<file path="src/rtl/uart_word_sender.sv">
// rtl/uart_word_sender.sv - pops one FIFO word and sends its bytes to a UART TX over req/busy
module uart_word_sender #(
  parameter int WORD_BYTES  = 2,
  parameter int MSB_FIRST   = 0,
  parameter int ACK_TIMEOUT = 1024
) (
  input  logic                    SYS_CLK,
  input  logic                    RST_N,
  input  logic                    en,
  input  logic [8*WORD_BYTES-1:0] data_in,
  input  logic                    rd_empty,
  output logic                    rd_req,
  output logic [7:0]              data_out,
  output logic                    tx_req,
  input  logic                    tx_busy,
  output logic                    busy,
  output logic                    word_done,
  output logic                    ack_err
);

  localparam int IW = (WORD_BYTES > 1) ? $clog2(WORD_BYTES) : 1;
  localparam int CW = $clog2(ACK_TIMEOUT);
  localparam logic [IW-1:0] LAST_IDX = IW'(WORD_BYTES - 1);
  localparam logic [CW-1:0] TO_LAST  = CW'(ACK_TIMEOUT - 1);

  typedef enum logic [2:0] {
    S_IDLE, S_FETCH, S_LATCH, S_LOAD, S_ACK, S_DONE, S_ERR
  } state_t;

  state_t                  r_state;
  logic [8*WORD_BYTES-1:0] r_latch_data;
  logic [IW-1:0]           r_byte_idx;
  logic [CW-1:0]           r_to_cnt;
  logic                    r_rd_req;
  logic [7:0]              r_data_out;
  logic                    r_tx_req;
  logic                    r_busy;
  logic                    r_word_done;
  logic                    r_ack_err;

  logic [IW-1:0]           w_sel;
  logic [8*WORD_BYTES-1:0] w_shifted;
  logic [7:0]              w_cur_byte;

  // Byte order is resolved by mirroring the index rather than the data.
  always_comb begin
    w_sel      = (MSB_FIRST != 0) ? (LAST_IDX - r_byte_idx) : r_byte_idx;
    w_shifted  = r_latch_data >> {w_sel, 3'b000};
    w_cur_byte = w_shifted[7:0];
  end

  always_ff @(posedge SYS_CLK or negedge RST_N) begin
    if (!RST_N) begin
      r_state      <= S_IDLE;
      r_latch_data <= '0;
      r_byte_idx   <= '0;
      r_to_cnt     <= '0;
      r_rd_req     <= 1'b0;
      r_data_out   <= 8'h00;
      r_tx_req     <= 1'b0;
      r_busy       <= 1'b0;
      r_word_done  <= 1'b0;
      r_ack_err    <= 1'b0;
    end else begin
      r_word_done <= 1'b0;
      r_ack_err   <= 1'b0;
      case (r_state)
        S_IDLE: begin
          if (en && !rd_empty && !tx_busy) begin
            r_rd_req <= 1'b1;
            r_busy   <= 1'b1;
            r_state  <= S_FETCH;
          end else begin
            r_busy   <= 1'b0;
          end
        end
        S_FETCH: begin
          r_rd_req <= 1'b0;
          r_state  <= S_LATCH;
        end
        S_LATCH: begin
          r_latch_data <= data_in;
          r_byte_idx   <= '0;
          r_state      <= S_LOAD;
        end
        S_LOAD: begin
          r_data_out <= w_cur_byte;
          r_tx_req   <= 1'b1;
          r_to_cnt   <= '0;
          r_state    <= S_ACK;
        end
        S_ACK: begin
          // Accept is checked first so it wins over a coincident timeout.
          if (tx_busy) begin
            r_tx_req <= 1'b0;
            r_state  <= S_DONE;
          end else if (r_to_cnt == TO_LAST) begin
            r_tx_req  <= 1'b0;
            r_ack_err <= 1'b1;
            r_state   <= S_ERR;
          end else begin
            r_to_cnt <= r_to_cnt + 1'b1;
          end
        end
        S_DONE: begin
          if (!tx_busy) begin
            if (r_byte_idx == LAST_IDX) begin
              r_word_done <= 1'b1;
              r_state     <= S_IDLE;
            end else begin
              r_byte_idx <= r_byte_idx + 1'b1;
              r_state    <= S_LOAD;
            end
          end
        end
        S_ERR: begin
          r_tx_req <= 1'b0;
          r_state  <= S_IDLE;
        end
        default: r_state <= S_IDLE;
      endcase
    end
  end

  assign rd_req    = r_rd_req;
  assign data_out  = r_data_out;
  assign tx_req    = r_tx_req;
  assign busy      = r_busy;
  assign word_done = r_word_done;
  assign ack_err   = r_ack_err;

endmodule

</file>
<file path="config.mk">
export PLATFORM = sky130hd
export DESIGN_NAME = uart_word_sender
export DESIGN_NICKNAME = d
export VERILOG_FILES = /design/src/rtl/uart_word_sender.sv
export SDC_FILE = /design/constraint.sdc
export NUM_CORES = 1
export LEC_CHECK = 0
export ABC_AREA = 1
export BUFFER_PORTS_ARGS = -buffer_cell sky130_fd_sc_hd__buf_2
export CORE_MARGIN = 2
export CORE_UTILIZATION = 58
export CTS_BUF_LIST = sky130_fd_sc_hd__clkbuf_8
export DETAILED_ROUTE_END_ITERATION = 6
export MAX_ROUTING_LAYER = met4
export PLACE_DENSITY = 0.81
export SYNTH_ARGS = -nofsm -noshare
export SYNTH_HDL_FRONTEND = slang
export SYNTH_SLANG_ARGS = --single-unit
</file>
<file path="constraint.sdc">
create_clock -name SYS_CLK -period 1.7 [get_ports SYS_CLK]
set_input_delay 0.17 -clock SYS_CLK [delete_from_list [all_inputs] [get_ports SYS_CLK]]
set_output_delay 0.17 -clock SYS_CLK [all_outputs]
set_load 0.05 [all_outputs]
</file>
==> results of run 1 <==
power groups by stage:
stage / Combinational [mW] / Clock [mW] / Sequential [mW]
after floorplan: 0.989 / 0 / 2.13
after global placement: 1.75 / 0 / 1.71
after detailed placement: 1.79 / 0 / 1.73
after CTS: 1.81 / 0.634 / 1.71
after global routing: 2.00 / 0.673 / 1.76
final: 1.79 / 0.622 / 1.71
flip-flops by register name, indices dropped and copies added, names as in the netlist:
register      cells
busy              1
r_byte_idx        1
ack_err           1
tx_req            1
word_done         1
data_out          8
r_latch_data     16
rd_req            1
r_state           3
r_to_cnt         10
layout make-up:
type,instances,area (sq um)
Sequential cell,43,1080
Fill cell,274,992
Multi-Input combinational cell,176,905
Timing Repair Buffer,40,220
Inverter,19,80.1
Clock buffer,5,68.8
Tap cell,46,57.6
Clock inverter,3,16.3
cells by family after synthesis:
group / Yosys count / synth area share, %
flip-flops: 43 / 50.8
adder cells (fa/ha/maj): 1 / 0.591
AND/OR/NAND/NOR: 148 / 33.4
buffers and inverters: 25 / 6.50
AO/OA/AOI/OAI: 27 / 8.74
routing by layer:
layer / GRT usage [%] / vias to the layer above
met1: 30.4 / 806
met4: 9.31 / 0
met5: - / -
met3: 5.38 / 11
li1: - / 864
met2: 36.6 / 48
worst max-delay path, stage by stage (launching register included):
cell and delay, ps:
dfrtp_1 420, ha_1 210, nand2_2 100, nor2_4 120, nand3_2 110, nand2_4 130, nand2_8 90, inv_8 120
nand2_1 70, o21ai_2 50
cell usage in the layout (no fill, tap or decap):
cell type	n
o21ai_2	7
clkbuf_8	5
o21a_1	1
inv_8	1
nand2_1	85
clkinv_2	2
nand4_1	4
nand2_8	1
clkinvlp_4	1
nor3_4	1
buf_4	6
nand3_1	11
nand2_2	10
nand2_4	2
o21bai_1	2
buf_2	33
inv_1	15
clkinv_1	1
dfrtp_1	43
inv_2	2
o21ai_0	3
o21ai_1	3
nand3_2	2
dlygate4sd3_1	1
nand3b_1	1
nor2_4	4
nor2_1	21
a31oi_1	10
nor3_1	4
a21o_2	1
nor3b_1	2
ha_1	1
stage by stage:
| step | hold slack, ps | total power [mW] | std cells | utilization (%) |
|---|---|---|---|---|
| 2_1_floorplan | -126 | 3.12 | 244 | - |
| 3_3_place_gp | 87.5 | 3.46 | 323 | 68.2 |
| 3_5_place_dp | 90.7 | 3.52 | 323 | 68.2 |
| 4_1_cts | 63.7 | 4.15 | 332 | 71.0 |
| 5_1_grt | 73.2 | 4.44 | 332 | 71.0 |
| 6_report | 66.1 | 4.13 | 332 | 71.0 |
path summary, 6_finish.rpt:
check	cells after the start	slack (ps)	start	endpoint
max	9	220	r_to_cnt[1]	r_to_cnt[2]
min	3	70	data_in[7]	r_latch_data[7]
max reg2reg	9	220	r_to_cnt[1]	r_to_cnt[2]
min reg2reg	2	480	r_latch_data[3]	r_latch_data[3]
max in group asynchronous	3	870	RST_N	data_out[3]
min in group asynchronous	2	300	RST_N	ack_err
what timing repair did:
item | 4_1_cts | 5_1_grt
endpoints found under the hold margin | 12 | 0
resized for setup | 0 | 0
buffers inserted | 0 | 0
hold buffers | 1 | 0
==> metrics.md, run 1 <==
| Metric | Value |
|---|---|
| Startpoint types | `flop` |
| Die Wd | `64.4 um` |
| Status | `completed` |
| Slew at the pin closest to its max-slew limit | `341 ps` |
| Pre-CTS setup slack | `260 ps` |
| Met2 wire length | `1920 um` |
| CTS buffer count | `5` |
| Syn_nets | `266` |
| Maxcap violations | `0` |
| Buffers on Ports | `33` |
| Number of global-route vias before repair | `1650` |
| Yosys warnings | `0` |
| Area Growth Syn to Fin | `14.4%` |
| Wirelength per Cell | `12.4 um` |
| FFs w/ async S/R, synth | `100%` |
| RSZ-0062 raised after global routing | `false` |
| DP Area | `2330 sq um` |
| HP Class | `in -> reg` |
| Yosys reg bits | `43` |
| DIE AREA | `4150 sq um` |
| Diode count | `0` |
| Routed wire length | `4120 um` |
| Synth top cells by count | `85 x nand2_1, 43 x dfrtp_1, 21 x nor2_1, 14 x inv_1, 11 x nand3_1` |
| Post-DRT Antenna Nets | `0` |
| H-tree depth | `2` |
| Clk Latency, worst-skew pair | `300 ps` |
| Worst setup margin | `220 ps` |
| GPL Wtd Cong | `0.849` |
| Final Hold Fails | `0` |
| Sw frac | `45.5%` |
| Io pins | `34` |
| Largest net degree at the start of global routing | `19` |
| Synth top area cells | `dfrtp_1 51%, nand2_1 15%, nor2_1 3.7%, a31oi_1 3.0%, nand2_2 3.0%` |
| CTS clk-pin slew, worst paths | `70 ps` |
| Setup tns final | `0 ps` |
| GRT Util Overall | `23.6%` |
| Clk pwr share | `15.1%` |
| DRT iter0 DRCs | `125` |
| Critical path fanouts, max | `13` |
| Initial antenna violation count | `0` |
| Flop pwr share | `41.5%` |
| Arrival @ worst endpoint | `1710 ps` |
| Root buf cell | `clkbuf_8` |
| NetSw | `1.88 mW` |
| Top sig layer | `met4` |
| Row count | `21` |
| Register area share after synthesis | `50.8%` |
| Crit. End Element | `flop` |
| Height of the die | `64.4 um` |
| Core ar. | `3420 sq um` |
| Combinational share of power | `43.4%` |
| Syn Inst Count | `244` |
| Synth cell types | `30` |
| # setup viols final | `0` |
| Tmin final | `1480 ps` |
| Fmax | `676 MHz` |
| Drt pass-1 iters | `4` |
| Area leader, netlist | `dfrtp_1` |
| Met1 wire length | `1880 um` |
| Number of synthesized flops with an enable pin | `0` |
| Pleak | `1.21 nW` |
| Post-route DRC | `0` |
| Ratio of final minimum period to clock period | `87.1%` |
| Syn avg cell area | `8.68 sq um` |
| HPWL Detailed | `3020 um` |
| Peak VDD IR | `0.00120 V` |
| Share of layout cells above drive strength 1 | `27.3%` |
| Top FF cell, synth | `dfrtp_1` |
| Most frequent cell after synthesis | `nand2_1` |
| Met3 WL | `232 um` |
| Gr ovfl total | `0` |
| Critical path required time | `1930 ps` |
| First-pass GRT wire length | `7220 um` |
| Top-area cell type share of the netlist area | `50.8%` |
| Synthesized area | `2120 sq um` |
| CTS tree | `done` |
| Int Pwr | `2.25 mW` |
| Clk buf depth | `2` |
| Vias after detailed routing | `1729` |
| Vias per cell | `5.21` |
| Final nets | `307` |
| Initial Util | `62.0%` |
| Cell Pwr Density | `1700 nW/um^2` |
| Max_slew headroom | `77.3%` |
| Worst Setup Path Type | `reg -> reg` |
| Worst Skew | `7.76 ps` |
| Max-slew violation count | `0` |
| CTS sink cnt | `43` |
| Design area | `2420 sq um` |
(Power assumes the default switching activity.)
==> run 2, diff against run 1 <==
--- a/config.mk
+++ b/config.mk
@@ -7,8 +7,10 @@
 export LEC_CHECK = 0
 export ABC_AREA = 1
 export BUFFER_PORTS_ARGS = -buffer_cell sky130_fd_sc_hd__buf_2
+export CELL_PAD_IN_SITES_DETAIL_PLACEMENT = 0
+export CELL_PAD_IN_SITES_GLOBAL_PLACEMENT = 1
 export CORE_MARGIN = 2
-export CORE_UTILIZATION = 58
+export CORE_UTILIZATION = 44
 export CTS_BUF_LIST = sky130_fd_sc_hd__clkbuf_8
 export DETAILED_ROUTE_END_ITERATION = 6
 export MAX_ROUTING_LAYER = met4
==> run 2 against run 1 <==
  * Clock skew fell by 1.4 ps
  * Via count fell by 3.6%
  * Die area rose by 30%
  * Flip-flop and latch count did not move
  * Clock power rose by 3%
  * Register-to-register slack barely moved
  * Critical path depth did not move
  * Sequential power barely moved
  * Cell count rose by 2.4%
  * Combinational power barely moved
  * Utilization fell by 19 points
  * Worst setup slack improved by 12 ps
==> metrics.md, run 2 (synthesis gave the netlist of run 1 again) <==
| Metric | Value |
|---|---|
| Status | `completed (unchanged)` |
| GPL Wtd Cong | `0.814 (was 0.849)` |
| Hold_ws | `66.8 ps (was 66.1 ps)` |
| Post-route DRC | `0 (unchanged)` |
| Final Non-Filler Cells | `340 (was 332)` |
| Max reg flops | `16 (unchanged)` |
| Largest net degree at the start of global routing | `23 (was 19)` |
| Height of the die | `73.4 um (was 64.4 um)` |
| Biggest register | `r_latch_data (unchanged)` |
| Commonest cells after routing, fill and taps aside | `85 x nand2_1, 43 x dfrtp_1, 33 x buf_2 (unchanged)` |
| Routed wire length | `4080 um (was 4120 um)` |
| Row count | `25 (was 21)` |
| DRT iter0 DRCs | `109 (was 125)` |
| Root buf cell | `clkbuf_8 (unchanged)` |
| Diode count | `0 (unchanged)` |
| Multi-input combinational cell area | `905 sq um (unchanged)` |
| Vias after detailed routing | `1667 (was 1729)` |
| Worst r2r src | `r_to_cnt[1] (unchanged)` |
| Share of layout cells above drive strength 1 | `27.6% (was 27.3%)` |
| Peak VDD IR | `0.000757 V (was 0.00120 V)` |
| First-pass GRT wire length | `7310 um (was 7220 um)` |
| Arrival @ worst endpoint | `1690 ps (was 1710 ps)` |
| Initial Util | `45.1% (was 62.0%)` |
| Sw frac | `45.2% (was 45.5%)` |
| Critical path required time | `1920 ps (was 1930 ps)` |
| Worst Skew | `6.36 ps (was 7.76 ps)` |
| Critical path fanouts, max | `13 (unchanged)` |
| # setup viols final | `0 (unchanged)` |
| R2R Setup Slk | `230 ps (was 220 ps)` |
| Maxcap violations | `0 (unchanged)` |
| Max-slew violation count | `0 (unchanged)` |
| CTS sink cnt | `43 (unchanged)` |
| R2R Path End | `r_to_cnt[2] (unchanged)` |
| Int Pwr | `2.25 mW (about the same)` |
| Startpoint types | `flop (unchanged)` |
| Slew at the pin closest to its max-slew limit | `482 ps (was 341 ps)` |
| Hold Startpoint | `data_in[7] (unchanged)` |
| Area Growth Syn to Fin | `15.1% (was 14.4%)` |
| Number of global-route vias before repair | `1602 (was 1650)` |
| Register area | `1080 sq um (unchanged)` |
| Postcts setup bufs | `0 (unchanged)` |
| Cells after DPL | `331 (was 323)` |
| Combinational share of power | `43.1% (was 43.4%)` |
| CTS clk-pin slew, worst paths | `80 ps (was 70 ps)` |
| Setup tns final | `0 ps (unchanged)` |
| Core ar. | `4690 sq um (was 3420 sq um)` |
| Flop pwr share | `41.4% (was 41.5%)` |
| Final Hold Fails | `0 (unchanged)` |
| Clk pwr share | `15.5% (was 15.1%)` |
| Io pins | `34 (unchanged)` |
| Hold Path End | `r_latch_data[7] (unchanged)` |
| Final nets | `307 (unchanged)` |
| NetSw | `1.86 mW (was 1.88 mW)` |
| Hold path cells | `3 (unchanged)` |
| Crit. End Element | `flop (unchanged)` |
| Pleak | `1.20 nW (was 1.21 nW)` |
| Tmin final | `1470 ps (was 1480 ps)` |
| Drt pass-1 iters | `4 (unchanged)` |
| Ratio of final minimum period to clock period | `86.4% (was 87.1%)` |
| Worst R2R Path Depth | `9 (unchanged)` |
| Initial antenna violation count | `0 (unchanged)` |
| HPWL Detailed | `2930 um (was 3020 um)` |
| Max_slew headroom | `67.9% (was 77.3%)` |
| CTS tree | `done (unchanged)` |
| Wirelength per Cell | `12.0 um (was 12.4 um)` |
| Commonest non-fill, non-tap cell in the layout | `nand2_1 (unchanged)` |
| Post-DRT Antenna Nets | `0 (unchanged)` |
| Fill count | `473 (was 274)` |
| DIE AREA | `5390 sq um (was 4150 sq um)` |
| Fmax | `681 MHz (was 676 MHz)` |
| Cell Pwr Density | `1690 nW/um^2 (was 1700 nW/um^2)` |
| Worst Setup Path Type | `reg -> reg (unchanged)` |
| Pwr Total | `4.11 mW (was 4.13 mW)` |
| GRT Util Overall | `18.4% (was 23.6%)` |
| Gr ovfl total | `0 (unchanged)` |
| DP Area | `2340 sq um (was 2330 sq um)` |
| Design area | `2440 sq um (was 2420 sq um)` |
| RSZ-0062 raised after global routing | `false (unchanged)` |
| CTS buffer count | `5 (unchanged)` |
| Clk Latency, worst-skew pair | `290 ps (was 300 ps)` |
| Buffers on Ports | `33 (unchanged)` |
| Clk buf depth | `2 (unchanged)` |
| H-tree depth | `2 (unchanged)` |
| Die Wd | `73.4 um (was 64.4 um)` |
| Vias per cell | `4.90 (was 5.21)` |
| HP Class | `in -> reg (unchanged)` |
run 2: changes by cell type in the layout (fill, tap and decap cells not counted):
cell        before  now
inv_1           15   14
clkinvlp_4       1    2
run 2: layout make-up:
type                    count  share of cell area (%)
multi-input cells         176                    37.1
flip-flops and latches     43                    44.1
inverters                  19                    3.29
well taps                  54                    2.77
clock inverters             3                   0.821
clock buffers               5                    2.82
repair buffers             40                    9.03
run 2: how the worst max path moves through the flow:
stage,end,start,cells after the start
6_report,r_to_cnt[2],r_to_cnt[1],9
3_5_place_dp,r_to_cnt[2],r_to_cnt[1],9
2_1_floorplan,r_to_cnt[0],r_to_cnt[0],10
4_1_cts,r_to_cnt[2],r_to_cnt[1],9
3_3_place_gp,r_to_cnt[2],r_to_cnt[1],9
5_1_grt,r_to_cnt[2],r_to_cnt[1],9
run 2: through the flow:
stage	util [%]	worst slack [ps]
floorplan	-	219
global placement	49.8	294
detailed placement	49.8	244
CTS	51.9	223
global route	51.9	94.2
finish	51.9	232
run 2: power by group through the flow:
stage	combinational, mW	clock (mW)	sequential (mW)
6_report	1.77	0.639	1.70
5_1_grt	2.00	0.717	1.76
4_1_cts	1.79	0.664	1.70
3_5_place_dp	1.79	0	1.72
3_3_place_gp	1.77	0	1.72
2_1_floorplan	0.989	0	2.13
run 2: timing repair:
| action | 4_1_cts | 5_1_grt |
|---|---|---|
| endpoints found under the hold margin | 20 | 0 |
| setup endpoints to repair | 0 | 0 |
| resized for setup | 0 | 0 |
| hold buffers | 1 | 0 |
run 2: layer usage:
metal	wire length [um]	GRT usage [%]
met4	52	6.67
met3	165	4.25
met5	0	-
met1	2070	25.4
met2	1800	26.6
run 2: worst max-delay path, stage by stage (launching register included):
cell and delay (ps):
dfrtp_1 410, ha_1 200, nand2_2 90, nor2_4 120, nand3_2 120, nand2_4 130, nand2_8 80, inv_8 120
nand2_1 80, o21ai_2 50
